===== src/rtl/ctrl_pkg.sv =====
// Shared encodings for the multicycle control sequencer: FSM states, opcodes, ALU functions.
// Consumers: ctrl_seq (top) and br_cond (branch decision).
package ctrl_pkg;

    localparam logic [2:0] IDLE   = 3'd0;
    localparam logic [2:0] FETCH  = 3'd1;
    localparam logic [2:0] DECODE = 3'd2;
    localparam logic [2:0] EXEC   = 3'd3;
    localparam logic [2:0] MEM    = 3'd4;
    localparam logic [2:0] HALT   = 3'd5;

    typedef enum logic [2:0] {
        S_IDLE   = IDLE,
        S_FETCH  = FETCH,
        S_DECODE = DECODE,
        S_EXEC   = EXEC,
        S_MEM    = MEM,
        S_HALT   = HALT
    } state_t;

    localparam logic [3:0] OP_NOP   = 4'd0;
    localparam logic [3:0] OP_ADD   = 4'd1;
    localparam logic [3:0] OP_SUB   = 4'd2;
    localparam logic [3:0] OP_AND   = 4'd3;
    localparam logic [3:0] OP_LOAD  = 4'd4;
    localparam logic [3:0] OP_STORE = 4'd5;
    localparam logic [3:0] OP_JMP   = 4'd6;
    localparam logic [3:0] OP_JZ    = 4'd7;
    localparam logic [3:0] OP_JN    = 4'd8;
    localparam logic [3:0] OP_HALT  = 4'd15;

    localparam logic [2:0] ALU_PASS = 3'd0;
    localparam logic [2:0] ALU_ADD  = 3'd1;
    localparam logic [2:0] ALU_SUB  = 3'd2;
    localparam logic [2:0] ALU_AND  = 3'd3;

endpackage


===== src/rtl/ctrl_seq_br_cond.sv =====
// Branch decision: JMP always taken, JZ on Z, JN on N, everything else not taken.
module br_cond
    import ctrl_pkg::*;
#(
    parameter int OPC_W = 4
) (
    input  logic [OPC_W-1:0] opcode,
    input  logic             z_flag,
    input  logic             n_flag,
    output logic             take
);

    always_comb begin
        take = (opcode == OPC_W'(OP_JMP))
             | ((opcode == OPC_W'(OP_JZ)) & z_flag)
             | ((opcode == OPC_W'(OP_JN)) & n_flag);
    end

endmodule


===== src/rtl/ctrl_seq.sv =====
// Multicycle CPU control sequencer: FETCH -> DECODE -> EXEC/MEM -> FETCH, with HALT.
// Optional feature: define MEM_TIMEOUT_EN to bound memory waits (-> HALT with sticky err).
module ctrl_seq
    import ctrl_pkg::*;
#(
    parameter int OPC_W   = 4,
    parameter int TIMEOUT = 16
) (
    input  logic             clk,
    input  logic             rst_n,
    input  logic             start,
    input  logic [OPC_W-1:0] opcode,
    input  logic             mem_ready,
    input  logic             z_flag,
    input  logic             n_flag,
    output logic             mem_rd,
    output logic             mem_wr,
    output logic             ir_load,
    output logic             pc_inc,
    output logic             pc_load,
    output logic [2:0]       alu_op,
    output logic             flag_we,
    output logic             reg_we,
    output logic             busy,
    output logic             halted,
    output logic             err
);

    state_t r_state;
    logic   w_take;
    logic   w_timeout;
    logic   w_is_load;
    logic   w_is_alu;
    logic   w_is_mem;

    br_cond #(
        .OPC_W (OPC_W)
    ) u_br_cond (
        .opcode (opcode),
        .z_flag (z_flag),
        .n_flag (n_flag),
        .take   (w_take)
    );

    assign w_is_load = (opcode == OPC_W'(OP_LOAD));
    assign w_is_alu  = (opcode == OPC_W'(OP_ADD)) | (opcode == OPC_W'(OP_SUB))
                     | (opcode == OPC_W'(OP_AND));
    assign w_is_mem  = w_is_load | (opcode == OPC_W'(OP_STORE));

`ifdef MEM_TIMEOUT_EN
    localparam int CNT_W = $clog2(TIMEOUT + 1);

    logic [CNT_W-1:0] r_wait_cnt;
    logic             r_err;
    logic             w_waiting;

    assign w_waiting = ((r_state == S_FETCH) || (r_state == S_MEM)) && !mem_ready;
    assign w_timeout = w_waiting && (r_wait_cnt == CNT_W'(TIMEOUT - 1));

    // Counter is zero on every entry to FETCH/MEM because it clears whenever no wait is pending.
    always_ff @(posedge clk) begin
        if (!rst_n) begin
            r_wait_cnt <= '0;
            r_err      <= 1'b0;
        end else begin
            if (w_waiting) begin
                if (r_wait_cnt != CNT_W'(TIMEOUT)) begin
                    r_wait_cnt <= r_wait_cnt + 1'b1;
                end
            end else begin
                r_wait_cnt <= '0;
            end
            if (w_timeout) begin
                r_err <= 1'b1;
            end
        end
    end

    assign err = r_err;
`else
    assign w_timeout = 1'b0;
    // Constant 0 in this build; the expression only keeps TIMEOUT referenced.
    assign err       = (TIMEOUT < 0);
`endif

    always_ff @(posedge clk) begin
        if (!rst_n) begin
            r_state <= S_IDLE;
        end else if (w_timeout) begin
            r_state <= S_HALT;
        end else begin
            case (r_state)
                S_IDLE: begin
                    if (start) begin
                        r_state <= S_FETCH;
                    end
                end
                S_FETCH: begin
                    if (mem_ready) begin
                        r_state <= S_DECODE;
                    end
                end
                S_DECODE: begin
                    if (w_is_alu) begin
                        r_state <= S_EXEC;
                    end else if (w_is_mem) begin
                        r_state <= S_MEM;
                    end else if (opcode == OPC_W'(OP_HALT)) begin
                        r_state <= S_HALT;
                    end else begin
                        r_state <= S_FETCH;
                    end
                end
                S_EXEC: begin
                    r_state <= S_FETCH;
                end
                S_MEM: begin
                    if (mem_ready) begin
                        r_state <= S_FETCH;
                    end
                end
                S_HALT: begin
                    r_state <= S_HALT;
                end
                default: begin
                    r_state <= S_IDLE;
                end
            endcase
        end
    end

    always_comb begin
        mem_rd  = 1'b0;
        mem_wr  = 1'b0;
        ir_load = 1'b0;
        pc_inc  = 1'b0;
        pc_load = 1'b0;
        alu_op  = ALU_PASS;
        flag_we = 1'b0;
        reg_we  = 1'b0;
        busy    = (r_state != S_IDLE) && (r_state != S_HALT);
        halted  = (r_state == S_HALT);
        case (r_state)
            S_FETCH: begin
                mem_rd  = 1'b1;
                ir_load = mem_ready;
                pc_inc  = mem_ready;
            end
            S_DECODE: begin
                pc_load = w_take;
            end
            S_EXEC: begin
                alu_op  = opcode[2:0];
                reg_we  = 1'b1;
                flag_we = 1'b1;
            end
            S_MEM: begin
                // Anything that is not LOAD is served as a write so MEM can never stall without a request.
                if (w_is_load) begin
                    mem_rd  = 1'b1;
                    alu_op  = ALU_PASS;
                    reg_we  = mem_ready;
                    flag_we = mem_ready;
                end else begin
                    mem_wr  = 1'b1;
                end
            end
            default: begin
            end
        endcase
    end

endmodule

===== config.mk =====
export PLATFORM = sky130hd
export DESIGN_NAME = ctrl_seq
export DESIGN_NICKNAME = d
export VERILOG_FILES = /design/src/rtl/ctrl_pkg.sv /design/src/rtl/ctrl_seq_br_cond.sv /design/src/rtl/ctrl_seq.sv
export SDC_FILE = /design/constraint.sdc
export NUM_CORES = 1
export LEC_CHECK = 0
export ABC_AREA = 0
export CORE_AREA = 8 8 45 47
export CTS_BUF_LIST = sky130_fd_sc_hd__clkbuf_4
export DETAILED_ROUTE_END_ITERATION = 12
export DIE_AREA = 0 0 53 55
export PLACE_DENSITY_LB_ADDON = 0.12
export SYNTH_ARGS = -nofsm -noshare
export SYNTH_HDL_FRONTEND = slang
export SYNTH_SLANG_ARGS = --single-unit

===== constraint.sdc =====
create_clock -name clk -period 1.3 [get_ports clk]
set_input_delay 0.26 -clock clk [delete_from_list [all_inputs] [get_ports clk]]
set_output_delay 0.26 -clock clk [all_outputs]
set_load 0.05 [all_outputs]

# ---- Yosys cells after proc, flatten, opt, wreduce, memory -nomap -nowiden
# Cells that the tools add are included.
dict set report word_totals {
  ff_bits 3
  inputBits 10
  output_inout_bits 13
}
dict set report classes {
  eq_ne 18
  n_mux 16
  bitwise 7
  reduce_logical 4
}
# operator count
set op_table {}
lappend op_table {{3-bit 2-to-1 mux} 7}
lappend op_table {{3-bit case mux with 6 select lines} 1}
lappend op_table {{4-bit by 3-bit == test with 1-bit output (second input constant)} 4}
lappend op_table {{4-bit by 2-bit == test with 1-bit output (second input constant)} 2}
lappend op_table {{4-bit == test (second input constant)} 2}
lappend op_table {{3-bit by 2-bit == test with 1-bit output (second input constant)} 2}
lappend op_table {{3-bit == test (second input constant)} 2}
lappend op_table {{1-bit 2-to-1 mux} 6}
lappend op_table {{2-bit inequality test (second input constant)} 3}
lappend op_table {{1-bit bitwise OR} 5}
lappend op_table {{4-bit by 1-bit == test with 1-bit output (second input constant)} 1}
lappend op_table {{1-bit case mux with 2 select lines} 2}
lappend op_table {{3-bit by 1-bit == test with 1-bit output (second input constant)} 1}
lappend op_table {{3-bit logical NOT} 1}
lappend op_table {{3-bit inequality test (second input constant)} 1}
lappend op_table {{3-bit AND reduction} 1}
lappend op_table {{3-bit nonzero test} 1}
lappend op_table {{1-bit bitwise AND} 2}
lappend op_table {{1-bit logical AND} 1}

# ---- Depth between registers and ports, before layout
dict set report logic_depth {
  depth_word 5
  ltp_mapped 4
}

# ---- Modules after synthesis
# Synthesis repeated with hierarchy kept, for this count alone.
dict set report unflattened {
  hier_cells 52
  hier_area_um2 405.4
}
# mod n_inst cells_per_inst area_per_inst_um2
set modules_own_cells {}
lappend modules_own_cells {ctrl_seq 1 47 370.4}
lappend modules_own_cells {br_cond 1 5 35.0}

# ---- Worst setup path before layout
# No wires, ideal clock.
dict set report synth_path {
  path_type {reg-to-output}
  from {register r_state[2]}
  to {output port mem_wr}
  t_arrival_ns 2.068
  setup_slack_ns -1.028
  stages_incl_launch_ff 3
  path_buffers 0
  path_cell_list {dfxtp_1 > inv_2 > nor4_1}
}
dict set report synth_between {
  elab_chain_cells 2
}
# element line_no
set synth_rtl {}
lappend synth_rtl {{start: declaration} ctrl_seq.sv:29} ;# state_t r_state;
lappend synth_rtl {{start signal: assignment} ctrl_seq.sv:88} ;# r_state <= S_IDLE;
lappend synth_rtl {{start signal: assignment} ctrl_seq.sv:90} ;# r_state <= S_HALT;
lappend synth_rtl {{start signal: assignment} ctrl_seq.sv:95} ;# r_state <= S_FETCH;
lappend synth_rtl {{3-bit == test} ctrl_seq.sv:143} ;# case (r_state)
lappend synth_rtl {{1-bit 2-to-1 mux} ctrl_seq.sv:143}
lappend synth_rtl {{end: declaration} ctrl_seq.sv:17} ;# output logic mem_wr,
# No other way between the ends.

# ---- Worst setup path after layout
dict set report layout_path {
  from {register r_state[2]}
  to {output port busy}
}
dict set report layout_between {
  elab_chain_cells 2
  word_cells_on_any_way 3
  classes_between {eq/ne (1); reduce/logical (2)}
}
# element line_no
set layout_rtl {}
lappend layout_rtl {{3-bit inequality test / 3-bit nonzero test (equally long branches)} ctrl_seq.sv:141} ;# busy = (r_state != S_IDLE) && (r_state != S_HALT);
lappend layout_rtl {{1-bit logical AND *} ctrl_seq.sv:141}
lappend layout_rtl {{end: declaration} ctrl_seq.sv:24} ;# output logic busy,
# Every way passes the cells marked *; elsewhere a longest branch is shown, timed or not.

==> results.tsv <==
metric	value	unit
register area share after synthesis	15.7	%
global-route wire length before repair	2.14	mm
Die X	53	microns
Worst VDD drop	805	uV
status	finished, violations left	
die footprint	2920	sq um
Syn Area/Cell	7.63	sq um
setup TNS	-2.63	ns
HPWL after DPL	1.04	mm
crit-path max FO	7	
Async S/R FF share, synth	0	%
Max Clk Rate	0.626	GHz
layout cell share with drive strength beyond 1	68.2	%
Clock Sinks	3	
DRT iter0 DRCs	4	
number of synthesized flops with an enable pin	0	
Overall Global Routing Usage	9.66	%
Startpoint Class	register	
post-placement cell count	97	
yosys warns	0	
Top FF cell, synth	dfxtp_1	
GRT overflow	0	
diodes inserted	0	
drt pass-1 iters	4	
max_cap viols	0	
Area Growth Syn to Fin	156	%
WL final	1.41	mm
Pleak	0.407	nW
Final Net Count	99	
non-filler instance count after layout	104	
Final Worst Setup Slack	-0.299	ns
Final Hold Vio Count	0	
pwr dens	590	nW/um^2
initial antenna violation count	0	
Fin Clk Skew	0.00761	ns
Worst-Skew Late Latency	0.24	ns
Worst setup EP type	primary output	
synthesized cell area	382	sq um
Core Area	1380	sq um
clock buffer depth	2	
Synth Instances	50	
CTS Hold Bufs	0	
Arrival @ worst endpoint	1.34	ns
H-tree Lvls	1	
register bit count reported by yosys	3	
post-DR wirelength/cell	13.6	microns
largest net degree at the start of global routing	8	
Routed Antenna Nets	0	
Clk pin slew, worst setup/hold paths	0.04	ns
hold crit path type	reg -> reg	
Routability Congestion	0.731	
initial core utilization	27.6	%
largest cells by area after synthesis	dfxtp_1 16%, buf_4 7.9%, nor4b_1 6.9%, and3_1 6.6%, a2111oi_2 3.9%	
Biggest register	r_state	
Tcrit/Tclk final	123	%
syn nets	60	
final setup fails	12	
CTS tree	yes	
synth unique cells	32	
Die Height	55	microns
vias per cell	5.00	
Final Slew Violations	0	
number of global-route vias before repair	502	
Root Driver	clkbuf_4	
total number of vias	520	
filler cell count	114	
num rows	14	
Ports	23	
Place WS	-0.462	ns
top cells by count, synth	4 x and3_1, 4 x buf_4	
IO Port Bufs	21	
Post-route DRC	0	
critical path required time	1.04	ns
fin crit period	1.60	ns
Cell Area, Placed	883	sq um
RSZ-0062 raised after global routing	yes	
max reg flops	3	
Num CTS Buffers	3	
Synth area leader	dfxtp_1	
failing checks	setup timing	
share of the synthesized area in the top cell type	15.7	%
Top Registers	r_state (3)	
WS Path Type	reg -> out	
final instance area	978	sq um
-- what timing repair did --
| action | CTS | global route |
|---|---|---|
| setup buffers | 1 | 3 |
| setup endpoints to repair | 15 | 12 |
| gates resized for setup | 20 | 4 |
| pin swaps | 5 | 4 |
-- routing by layer --
layer | GRT usage (%) | vias to the layer above | routed length (microns)
met1 | 10.3 | 244 | 559
met2 | 17.4 | 14 | 753
li1 | - | 260 | -
met4 | 6.47 | 0 | 22
met5 | 0 | - | 0
met3 | 1.34 | 2 | 78
-- layout by cell type (no fill, tap or decap), types with 2 or more instances in the layout --
master           instances
o21ai_0                  2
nor4b_4                  2
nor2_1                   2
dfxtp_4                  2
clkdlybuf4s15_2          3
buf_4                   15
buf_12                  11
clkbuf_4                 4
nand2_1                  2
inv_1                    3
buf_6                    4
clkdlybuf4s50_1          5
and3_2                   3
a21oi_1                  2
-- stage by stage --
step	utilization, %	hold WS, ns	power (mW)
after CTS	68.4	0.504	0.579
after global routing	70.7	0.518	0.606
final	70.7	0.514	0.577
after global placement	63.8	0.522	0.372
after floorplan	-	0.384	0.248
after detailed placement	63.8	0.524	0.374
-- worst paths after layout --
path / from / end / slack, ns / cells past startpoint
max: r_state[2]$_SDFFE_PN0P_ / busy / -0.30 / 3
min: r_state[0]$_SDFFE_PN0P_ / r_state[1]$_SDFFE_PN0P_ / 0.51 / 2
max reg2reg: r_state[2]$_SDFFE_PN0P_ / r_state[2]$_SDFFE_PN0P_ / 0.03 / 5
min reg2reg: r_state[0]$_SDFFE_PN0P_ / r_state[1]$_SDFFE_PN0P_ / 0.51 / 2
-- critical path, stage by stage (launching register included) --
cell	delay, ns
dfxtp_4	0.35
and2b_4	0.21
or3_4	0.38
buf_12	0.16
-- final cells by class --
class | instances | area (sq um) | area share [%]
tap | 16 | 20.0 | 2.05
multi-input combinational | 38 | 373 | 38.1
sequential | 3 | 68.8 | 7.03
clock buffer | 4 | 30.0 | 3.07
timing repair buffer | 39 | 467 | 47.7
inverter | 4 | 20.0 | 2.05
-- cells by family (layout without fill, tap and decap cells) --
group                  after synthesis  in the layout  synth area share, %
DFF                                  3              3                 15.7
AOI/OAI and AO/OA                   13             13                 28.5
and+or+nand+nor                     24             24                 42.0
buffers and inverters                9             47                 12.8
other                                1              1                0.983
-- report_power, final --
group	switching, mW	internal, mW	total [mW]
sequential	0.00740	0.0950	0.102
clock	0.0565	0.136	0.193
combinational	0.140	0.141	0.282
No activity file was read; power rests on OpenSTA's default activity.
